===== src/rtl/mem_request_unit.sv =====
// Serializes fetch and load/store requests onto a single word-addressed memory
// port with a one-cycle registered read; subword stores use read-modify-write.
module mem_request_unit #(
    parameter int          ADDR_W = 16,
    parameter int          DATA_W = 32,
    parameter logic [31:0] NOP    = 32'h00000013
) (
    input  logic              clk,
    input  logic              rst,
    input  logic              if_req,
    input  logic [ADDR_W-1:0] if_addr,
    output logic [DATA_W-1:0] if_instr,
    output logic              if_valid,
    input  logic              dm_load,
    input  logic              dm_store,
    input  logic [ADDR_W-1:0] dm_addr,
    input  logic [1:0]        dm_size,
    input  logic              dm_unsigned,
    input  logic [DATA_W-1:0] dm_wdata,
    output logic [DATA_W-1:0] dm_rdata,
    output logic              dm_done,
    output logic              dm_misalign,
    output logic              stall,
    output logic [ADDR_W-1:0] mem_addr,
    output logic              mem_read_en,
    output logic              mem_write_en,
    output logic [DATA_W-1:0] mem_wdata,
    input  logic [DATA_W-1:0] mem_rdata
);

    // state   | meaning
    // IDLE    | accept a request (data before fetch); finish a rejected access
    // IF_RD   | fetch read strobe on the port
    // IF_WAIT | fetch data returning; capture instruction
    // LD_RD   | load read strobe on the port
    // LD_WAIT | load data returning; extract lane and extend
    // ST_RD   | subword store: read old word
    // ST_WAIT | subword store: capture old word
    // ST_WR   | write strobe issued on exit, together with dm_done
    typedef enum logic [2:0] {
        IDLE, IF_RD, IF_WAIT, LD_RD, LD_WAIT, ST_RD, ST_WAIT, ST_WR
    } state_t;

    state_t            state_q, state_d;
    logic [ADDR_W-1:0] mem_addr_q, mem_addr_d;
    logic              mem_read_en_q, mem_read_en_d;
    logic              mem_write_en_q, mem_write_en_d;
    logic [DATA_W-1:0] mem_wdata_q, mem_wdata_d;
    logic [DATA_W-1:0] if_instr_q, if_instr_d;
    logic              if_valid_q, if_valid_d;
    logic [DATA_W-1:0] dm_rdata_q, dm_rdata_d;
    logic              dm_done_q, dm_done_d;
    logic              dm_misalign_q, dm_misalign_d;
    logic [DATA_W-1:0] old_word_q, old_word_d;
    logic              mis_pend_q, mis_pend_d;

    logic              dm_req;
    logic              size_word;
    logic              misalign;
    logic [ADDR_W-1:0] dm_word_addr;
    logic [ADDR_W-1:0] if_word_addr;
    logic [7:0]        ld_byte;
    logic [15:0]       ld_half;
    logic              unused_if_offset;

    assign dm_req       = dm_load | dm_store;
    assign size_word    = dm_size[1];
    assign misalign     = (dm_size == 2'b01 && dm_addr[1:0] == 2'b11) ||
                          (size_word && dm_addr[1:0] != 2'b00);
    assign dm_word_addr = {2'b00, dm_addr[ADDR_W-1:2]};
    assign if_word_addr = {2'b00, if_addr[ADDR_W-1:2]};
    assign ld_byte      = mem_rdata[{dm_addr[1:0], 3'b000} +: 8];
    assign ld_half      = mem_rdata[{dm_addr[1], 4'b0000} +: 16];
    assign unused_if_offset = ^if_addr[1:0];

    always_ff @(posedge clk or negedge rst) begin
        if (!rst) begin
            state_q        <= IDLE;
            mem_addr_q     <= '0;
            mem_read_en_q  <= 1'b0;
            mem_write_en_q <= 1'b0;
            mem_wdata_q    <= '0;
            if_instr_q     <= NOP;
            if_valid_q     <= 1'b0;
            dm_rdata_q     <= '0;
            dm_done_q      <= 1'b0;
            dm_misalign_q  <= 1'b0;
            old_word_q     <= '0;
            mis_pend_q     <= 1'b0;
        end else begin
            state_q        <= state_d;
            mem_addr_q     <= mem_addr_d;
            mem_read_en_q  <= mem_read_en_d;
            mem_write_en_q <= mem_write_en_d;
            mem_wdata_q    <= mem_wdata_d;
            if_instr_q     <= if_instr_d;
            if_valid_q     <= if_valid_d;
            dm_rdata_q     <= dm_rdata_d;
            dm_done_q      <= dm_done_d;
            dm_misalign_q  <= dm_misalign_d;
            old_word_q     <= old_word_d;
            mis_pend_q     <= mis_pend_d;
        end
    end

    always_comb begin
        state_d = state_q;
        case (state_q)
            IDLE: begin
                if (mis_pend_q) begin
                    state_d = IDLE;
                end else if (dm_req && !misalign) begin
                    if (dm_store) state_d = size_word ? ST_WR : ST_RD;
                    else          state_d = LD_RD;
                end else if (!dm_req && if_req) begin
                    state_d = IF_RD;
                end
            end
            IF_RD:   state_d = IF_WAIT;
            IF_WAIT: state_d = IDLE;
            LD_RD:   state_d = LD_WAIT;
            LD_WAIT: state_d = IDLE;
            ST_RD:   state_d = ST_WAIT;
            ST_WAIT: state_d = ST_WR;
            ST_WR:   state_d = IDLE;
            default: state_d = IDLE;
        endcase
    end

    always_comb begin
        mem_addr_d     = mem_addr_q;
        mem_read_en_d  = 1'b0;
        mem_write_en_d = 1'b0;
        mem_wdata_d    = mem_wdata_q;
        if_instr_d     = if_instr_q;
        if_valid_d     = 1'b0;
        dm_rdata_d     = dm_rdata_q;
        dm_done_d      = 1'b0;
        dm_misalign_d  = 1'b0;
        old_word_d     = old_word_q;
        mis_pend_d     = 1'b0;
        case (state_q)
            IDLE: begin
                if (mis_pend_q) begin
                    dm_done_d     = 1'b1;
                    dm_misalign_d = 1'b1;
                end else if (dm_req) begin
                    if (misalign) begin
                        mis_pend_d = 1'b1;
                    end else if (!(dm_store && size_word)) begin
                        mem_read_en_d = 1'b1;
                        mem_addr_d    = dm_word_addr;
                    end
                end else if (if_req) begin
                    mem_read_en_d = 1'b1;
                    mem_addr_d    = if_word_addr;
                end
            end
            IF_WAIT: begin
                if_instr_d = mem_rdata;
                if_valid_d = 1'b1;
            end
            LD_WAIT: begin
                case (dm_size)
                    2'b00:   dm_rdata_d = {{24{ld_byte[7] & ~dm_unsigned}}, ld_byte};
                    2'b01:   dm_rdata_d = {{16{ld_half[15] & ~dm_unsigned}}, ld_half};
                    default: dm_rdata_d = mem_rdata;
                endcase
                dm_done_d = 1'b1;
            end
            ST_WAIT: old_word_d = mem_rdata;
            ST_WR: begin
                mem_write_en_d = 1'b1;
                mem_addr_d     = dm_word_addr;
                if (size_word) begin
                    mem_wdata_d = dm_wdata;
                end else begin
                    mem_wdata_d = old_word_q;
                    if (dm_size[0])
                        mem_wdata_d[{dm_addr[1], 4'b0000} +: 16] = dm_wdata[15:0];
                    else
                        mem_wdata_d[{dm_addr[1:0], 3'b000} +: 8] = dm_wdata[7:0];
                end
                dm_done_d = 1'b1;
            end
            default: ;
        endcase
    end

    assign if_instr     = if_instr_q;
    assign if_valid     = if_valid_q;
    assign dm_rdata     = dm_rdata_q;
    assign dm_done      = dm_done_q;
    assign dm_misalign  = dm_misalign_q;
    assign stall        = dm_req & ~dm_done_q;
    assign mem_addr     = mem_addr_q;
    assign mem_read_en  = mem_read_en_q;
    assign mem_write_en = mem_write_en_q;
    assign mem_wdata    = mem_wdata_q;

endmodule


===== config.mk =====
export PLATFORM = sky130hd
export DESIGN_NAME = mem_request_unit
export DESIGN_NICKNAME = d
export VERILOG_FILES = /design/src/rtl/mem_request_unit.sv
export SDC_FILE = /design/constraint.sdc
export NUM_CORES = 1
export LEC_CHECK = 0
export CORE_MARGIN = 4
export CORE_UTILIZATION = 44
export CTS_CLUSTER_SIZE = 25
export DETAILED_ROUTE_END_ITERATION = 8
export PLACE_DENSITY = 0.78
export SETUP_SLACK_MARGIN = 0.5
export SYNTH_ARGS = -nofsm -noshare
export SYNTH_HDL_FRONTEND = slang
export SYNTH_SLANG_ARGS = --single-unit

===== constraint.sdc =====
create_clock -name clk -period 1.9 [get_ports clk]
set_input_delay 0.285 -clock clk [delete_from_list [all_inputs] [get_ports clk]]
set_output_delay 0.285 -clock clk [all_outputs]
set_load 0.01 [all_outputs]

# --- Word-level counts from Yosys, hierarchy flattened ---
# Index checks and enable logic that the tools add are counted.
# Widths: inputs -> output; s select.
totals:
  register_bits: 153
  latchBits: 0
  ramBits: 0
  romBits: 0
  inputBits: 104
  elab_cells: 87
  mem_count: 0
op_classes:
  addsub: 2
  multipliers: 0
  div_mod_pow: 0
  order_cmp: 0
  eq_ne: 14
  shift: 6
  n_mux: 32
  bitwise: 6
  n_reduce_logical: 15
ops:
  columns: ["operator", "count"]
  rows:
  - ["$mux 16", 5]
  - ["$bwmux 32", 2]
  - ["$mux 32", 2]
  - ["$pmux 32 s2", 1]
  - ["$pmux 16 s2", 1]
  - ["$shift 16x7->32 const A", 1]
  - ["$shift 8x7->32 const A", 1]
  - ["$shiftx 16x7->32", 1]
  - ["$shiftx 32x6->16", 1]
  - ["$shiftx 32x6->8", 1]
  - ["$shiftx 8x7->32", 1]
  - ["$pmux 3 s6", 1]
  - ["$mux 1", 14]
  - ["$neg 5->7", 2]
  - ["$eq 3x3->1 const B", 4]
  - ["$mux 3", 4]
  - ["$ne 3x3->1 const B", 3]
  - ["$eq 3x2->1 const B", 2]
  - ["$logic_and 1x1->1", 5]
  - ["$reduce_and 5->1", 1]
  - ["$ne 4x4->1 const B", 1]
  - ["$reduce_bool 2->1", 2]
  - ["$and 1x1->1", 3]
  - ["$eq 3x1->1 const B", 1]
  - ["other kinds (13)", 15]

# --- Depth between registers and ports, before layout ---
logic_depth:
  ltp_word: 8
  depth_mapped: 10
  depth_no_buf: 6

# --- Worst setup path after synthesis ---
# No wires, ideal clock.
synth_path:
  path_kind: "input port to flip-flop"
  start: "in dm_addr[1]"
  end: "reg mem_wdata_q[0], in the netlist mem_wdata[0]"
  setup_time_ns: 0.077
  t_arrival_ns: 2.168
  t_required_ns: 1.823
  path_slack_ns: -0.345
  stages: 10
  path_buffers: 4
  cell_sequence: "buf_2 inv_1 clkbuf_1 ha_1 clkbuf_1 nor4bb_1 buf_1 a22o_1 nand2_1 a21oi_1"
synth_between:
  elab_chain_len: 5
  word_cells_on_any_way: 10
synth_lines:
  columns: ["item", "line", "source"]
  rows:
  - ["start: declaration", "16", "input logic [ADDR_W-1:0] dm_addr,"]
  - ["$neg 5->7, on equally long branches", "180, 182", null]
  - ["$shiftx 16x7->32 (tied with other cells)", "180", "mem_wdata_d[{dm_addr[1], 4'b0000} +: 16] = dm_wdata[15:0];"]
  - ["$bwmux 32, on equally long branches", "180, 182", null]
  - ["$mux 32 *", "179", "if (dm_size[0])"]
  - ["$mux 32 *", "175", "if (size_word) begin"]
  - ["end signal: assignment", "95", "mem_wdata_q <= mem_wdata_d;"]
  - ["end: declaration", "48", "logic [DATA_W-1:0] mem_wdata_q, mem_wdata_d;"]
# Mark *: on every way between the ends. The rest lies on a longest branch, timed or not.
# A chain may end at the register's enable or synchronous reset.

# --- Worst setup path after layout ---
layout_path:
  start: "reg state_q[1]"
  end: "reg mem_addr_q[0], in the netlist mem_addr[0]"
layout_between:
  elab_chain_len: 3
  word_cells_on_any_way: 9
layout_lines:
  columns: ["item", "line", "source"]
  rows:
  - ["start: declaration", "44", "state_t state_q, state_d;"]
  - ["start signal: assignment", "91", "state_q <= state_d;"]
  - ["$logic_not 3->1 or $eq 3x3->1 (tied branches)", "142", "case (state_q)"]
  - ["$ne 3x3->1 (no source line) (tied with other cells)", null, null]
  - ["$reduce_and 5->1 (no source line)", null, null]
  - ["end signal: assignment", "92", "mem_addr_q <= mem_addr_d;"]
  - ["end: declaration", "45", "logic [ADDR_W-1:0] mem_addr_q, mem_addr_d;"]
# Several ways; a longest one is shown, not always the timed one.

==> Implementation_results.wiki <==
{| class="wikitable"
! Metric !! Value
|-
| Unrepaired setup endpoints after global routing || true
|-
| Fraction of final layout cells with drive strength greater than 1 || ~30%
|-
| Placed cell areas || between 0.01 and 0.015 mm²
|-
| Final hold slack || between 0.3 and 0.4 ns
|-
| DR pass1 iterations || 9
|-
| Worst setup EP type || flop
|-
| Setup-failing EPs final || 0
|-
| GRT Util Overall || 26.2%
|-
| Proportion of power drawn by flip-flops and latches || between 30% and 40%
|-
| Clock buffers created by TritonCTS || 17
|-
| Async S/R FF share, synth || 100%
|-
| Worst R2R End || mem_addr[0]
|-
| Vertical die dimension || between 100 and 150 µm
|-
| Area share of the leading cell type in the synthesized netlist || between 40 and 50%
|-
| Highest clock rate || approximately 0.53 GHz
|-
| Effective utilization at floorplan || 44.8%
|-
| Area leader, netlist || sky130_fd_sc_hd__dfrtp_1
|-
| Crit path max-delay family || simple AND/OR/NAND/NOR gates
|-
| Number of flops mapped to enable cells by yosys || 0
|-
| Share of the core filled with cells in the final layout || ~67%
|-
| Most common flop cell mapped by yosys || sky130_fd_sc_hd__dfrtp_1
|-
| Number of antenna violations at the first check in global routing || 0
|-
| Register area share after synthesis || around 49%
|-
| Kind of start point of the critical path || flop
|-
| Pins Over Slew Limit || 0
|-
| Synthesized area per cell || ~11 µm²
|-
| Synthesized netlist cell count || 700
|-
| Total global routing overflow || 0
|-
| Vias in the first global route || about 7.2k
|-
| Highest fanout seen on the critical path || 14
|-
| CTS H-tree depth || 4
|-
| Signal arrival time at the worst endpoint || between 2 and 2.5 ns
|-
| Biggest area contributors in the synthesized netlist || sky130_fd_sc_hd__dfrtp_1 48%, sky130_fd_sc_hd__mux2_2 14%, sky130_fd_sc_hd__a22o_1 4.3%
|-
| Count of cell types in the netlist || 52
|-
| Final weighted congestion in routability-driven placement || about 0.93
|-
| Remaining design rule violation count || 11
|-
| Startpoint of the most critical register-to-register path || state_q[1]
|-
| Clock power share || around a fifth
|-
| Part of the power in combinational logic || 44.5%
|-
| Clock sink count || 151
|-
| Number of storage elements in the synthesis netlist || 151
|-
| Areal power density over the cells || 1450 mW/mm²
|-
| CP Buf/Inv Count || 1
|-
| First-pass GRT wire length || around 41000 µm
|-
| Hold Vio Cnt, Final || 0
|-
| Number of nets in the final layout || around 1.1k
|-
| Worst setup path class || flop to flop
|-
| Clock latency at the later pin of the worst-skew pair || 0.42 ns
|-
| Number of placement rows || 48
|-
| Largest vdd supply drop || between 0.9 and 1 mV
|-
| Warning count from the yosys run || 0
|-
| Top cells by instance count after synthesis || 148 x sky130_fd_sc_hd__dfrtp_1, 98 x sky130_fd_sc_hd__mux2_2, 50 x sky130_fd_sc_hd__nand2_1, 38 x sky130_fd_sc_hd__a22o_1, 36 x sky130_fd_sc_hd__clkbuf_1
|-
| TritonCTS clock tree || yes
|-
| Minimum clock period || about 1.9 ns
|-
| Status || finished, violations left
|-
| Delay of the slowest critical-path stage || 0.55 ns
|-
| Clock tree root driver cell || sky130_fd_sc_hd__clkbuf_16
|-
| Overall die area || approximately 0.02 mm²
|-
| Std-Cell Core Area || about 0.017 mm²
|-
| Required time worst endpoint || between 2 and 2.5 ns
|-
| Area of the mapped netlist || 0.00775 mm²
|-
| Worst Skew || 0.00829 ns
|-
| Post-DRT Antenna Nets || 0
|-
| Clock transition at the register clock pins on the worst setup and hold paths after CTS || roughly 0.06 ns
|-
| Maximum clock path buffer count || 2
|-
| I/O pin count || approximately 220
|-
| Hold Path Class || input port to async pin
|-
| N_diodes || 0
|-
| Wire length per cell || ~22 µm
|-
| Area taken by flip-flops and latches || 0.00378 mm²
|-
| Post-synthesis to final-layout area growth || 50.0%
|-
| Cell with the largest stage delay on the worst path || sky130_fd_sc_hd__or4_4
|-
| Share of total power consumed by net switching || a little over a third
|-
| Die Span X || 141 µm
|-
| Psw || between 0.005 and 0.006 W
|-
| Cell with the most instances after synthesis || sky130_fd_sc_hd__dfrtp_1
|-
| Filler Cells Inserted || ~1.3k
|-
| Via-to-Cell Ratio || between 5 and 6
|-
| Post-DP HPWL || 18900 µm
|-
| Cell-by-cell listing of the critical path || or4_4 > a21oi_4 > a2bb2oi_4 > buf_12 > mux2_2
|-
| Area of the multi-input gates || slightly below 0.004 mm²
|-
| Logic depth of the worst register-to-register path || 5
|-
| Pleak || around 5.0 nW
|-
| Share of the cycle needed by the critical path after routing || 99.4%
|-
| Violations in the final reports || DRC
|-
| Critical Path Start || state_q[1]
|-
| Max-cap check violation count || 0
|-
| DRC marker count from the first detailed-route iteration || 640
|-
| Via total after detailed routing || 7182
|-
| Int Pwr || about 0.011 W
|-
| Routed wire length || approximately 27000 µm
|-
| Internal reg-to-reg setup slack || 0.01 ns
|-
| Quantity of I/O buffers inserted on ports || ~220
|-
| Design Area, Final || between 0.01 and 0.015 mm²
|-
| Largest net degree at the start of global routing || 47
|}
per-layer routing:
layer	vias to the layer above	routed length [µm]	GRT usage [%]	part of all wire, %
li1	3183	-	-	-
met1	3524	11200	36.7	42
met2	425	12400	39.9	46
met3	50	2470	7.73	9.2
met4	0	654	7.04	2.5
met5	-	0	0	0
cell type report:
class	instances	area share, %
Clock inverter	12	1.22
Clock buffer	20	3.84
Tap cell	225	2.42
Sequential cell	151	32.5
Multi-Input combinational cell	474	33.4
Inverter	13	0.506
Timing Repair Buffer	310	26.1
registers in the layout (all words and copies together) (netlist names):
| name | count |
|---|---|
| mem_wdata | 32 |
| mem_read_en | 1 |
| dm_misalign | 1 |
| mem_addr | 14 |
| if_valid | 1 |
| dm_rdata | 32 |
| state_q | 3 |
| dm_done | 1 |
| if_instr | 32 |
| mem_write_en | 1 |
| old_word_q | 32 |
| mis_pend_q | 1 |
how the worst max path moves through the flow:
stage | slack (ns) | depth (start not counted) | end
6_report | 0.01 | 5 | mem_addr[0]
5_1_grt | -0.04 | 5 | mem_addr[0]
4_1_cts | 0.009 | 5 | mem_addr[0]
3_5_place_dp | -0.38 | 9 | mem_addr[8]
3_3_place_gp | -0.36 | 9 | mem_addr[3]
2_1_floorplan | 0.03 | 5 | mem_addr[10]
power groups by stage:
stage | registers [W] | clock network, W | logic [W]
2_1_floorplan | 0.00622 | 0 | 0.00349
3_3_place_gp | 0.00586 | 0 | 0.00758
3_5_place_dp | 0.00591 | 0 | 0.00772
4_1_cts | 0.00587 | 0.00345 | 0.00716
5_1_grt | 0.00611 | 0.00358 | 0.00803
6_report | 0.00592 | 0.00340 | 0.00748
logic make-up after synthesis:
kind of cell               count (synthesis)  synth area share, %
buffers and inverters                     77                 4.30
adders and majority gates                  5                0.807
other                                      1               0.0484
DFF                                      151                 48.8
AOI/OAI and AO/OA                        188                 18.5
and+or+nand+nor                          166                 10.7
muxes                                    111                 16.7
xor gates and xnor gates                   1                0.113
what timing repair did:
item | 4_1_cts | 5_1_grt
pin swaps | 3 | 5
setup buffers | 2 | 1
hold buffers | 1 | 0
endpoints found under the setup margin | 262 | 220
endpoints found under the hold margin | 42 | 0
resized for setup | 188 | 64
cloned | 1 | 3
metrics by stage:
stage | total power, W | setup slack [ns] | std cells | TNS [ns]
floorplan | 0.00971 | 0.0301 | 701 | 0
global placement | 0.0134 | -0.356 | 1165 | -20.66
detailed placement | 0.0136 | -0.378 | 1165 | -22.57
CTS | 0.0165 | 0.00907 | 1201 | 0
global route | 0.0177 | -0.0399 | 1205 | -0.145
finish | 0.0168 | 0.0112 | 1205 | 0
cell usage in the layout (no fill, tap or decap), types with 3 or more instances in the layout:
master,netlist,layout
sky130_fd_sc_hd__dfrtp_1,148,148
sky130_fd_sc_hd__mux2_2,98,98
sky130_fd_sc_hd__clkdlybuf4s50_1,0,96
sky130_fd_sc_hd__clkdlybuf4s15_1,0,78
sky130_fd_sc_hd__buf_4,4,70
sky130_fd_sc_hd__nand2_1,50,48
sky130_fd_sc_hd__a22o_1,38,38
sky130_fd_sc_hd__nand3_1,33,32
sky130_fd_sc_hd__nor2_1,31,30
sky130_fd_sc_hd__dlygate4sd2_1,0,29
sky130_fd_sc_hd__a21oi_1,27,27
sky130_fd_sc_hd__o21ai_0,35,25
sky130_fd_sc_hd__clkbuf_16,0,20
sky130_fd_sc_hd__a221oi_1,24,17
sky130_fd_sc_hd__a222oi_1,15,15
sky130_fd_sc_hd__buf_12,0,14
sky130_fd_sc_hd__o21ai_1,2,11
sky130_fd_sc_hd__nand2b_1,11,10
sky130_fd_sc_hd__inv_1,12,10
sky130_fd_sc_hd__mux2_4,10,10
sky130_fd_sc_hd__a32oi_1,8,8
sky130_fd_sc_hd__o21a_1,8,8
sky130_fd_sc_hd__o32ai_2,0,8
sky130_fd_sc_hd__a221o_1,8,8
sky130_fd_sc_hd__nand4_1,8,8
sky130_fd_sc_hd__o22a_1,8,8
sky130_fd_sc_hd__a221oi_2,0,7
sky130_fd_sc_hd__clkbuf_2,0,7
sky130_fd_sc_hd__nor3_1,7,6
sky130_fd_sc_hd__buf_6,2,5
sky130_fd_sc_hd__buf_2,11,5
sky130_fd_sc_hd__nand3b_1,4,4
sky130_fd_sc_hd__nor2b_1,6,4
sky130_fd_sc_hd__clkinv_4,0,4
sky130_fd_sc_hd__nor3b_4,0,3
sky130_fd_sc_hd__ha_1,5,3
sky130_fd_sc_hd__dfstp_2,3,3
Note: power is estimated with default switching activity, not from simulation.
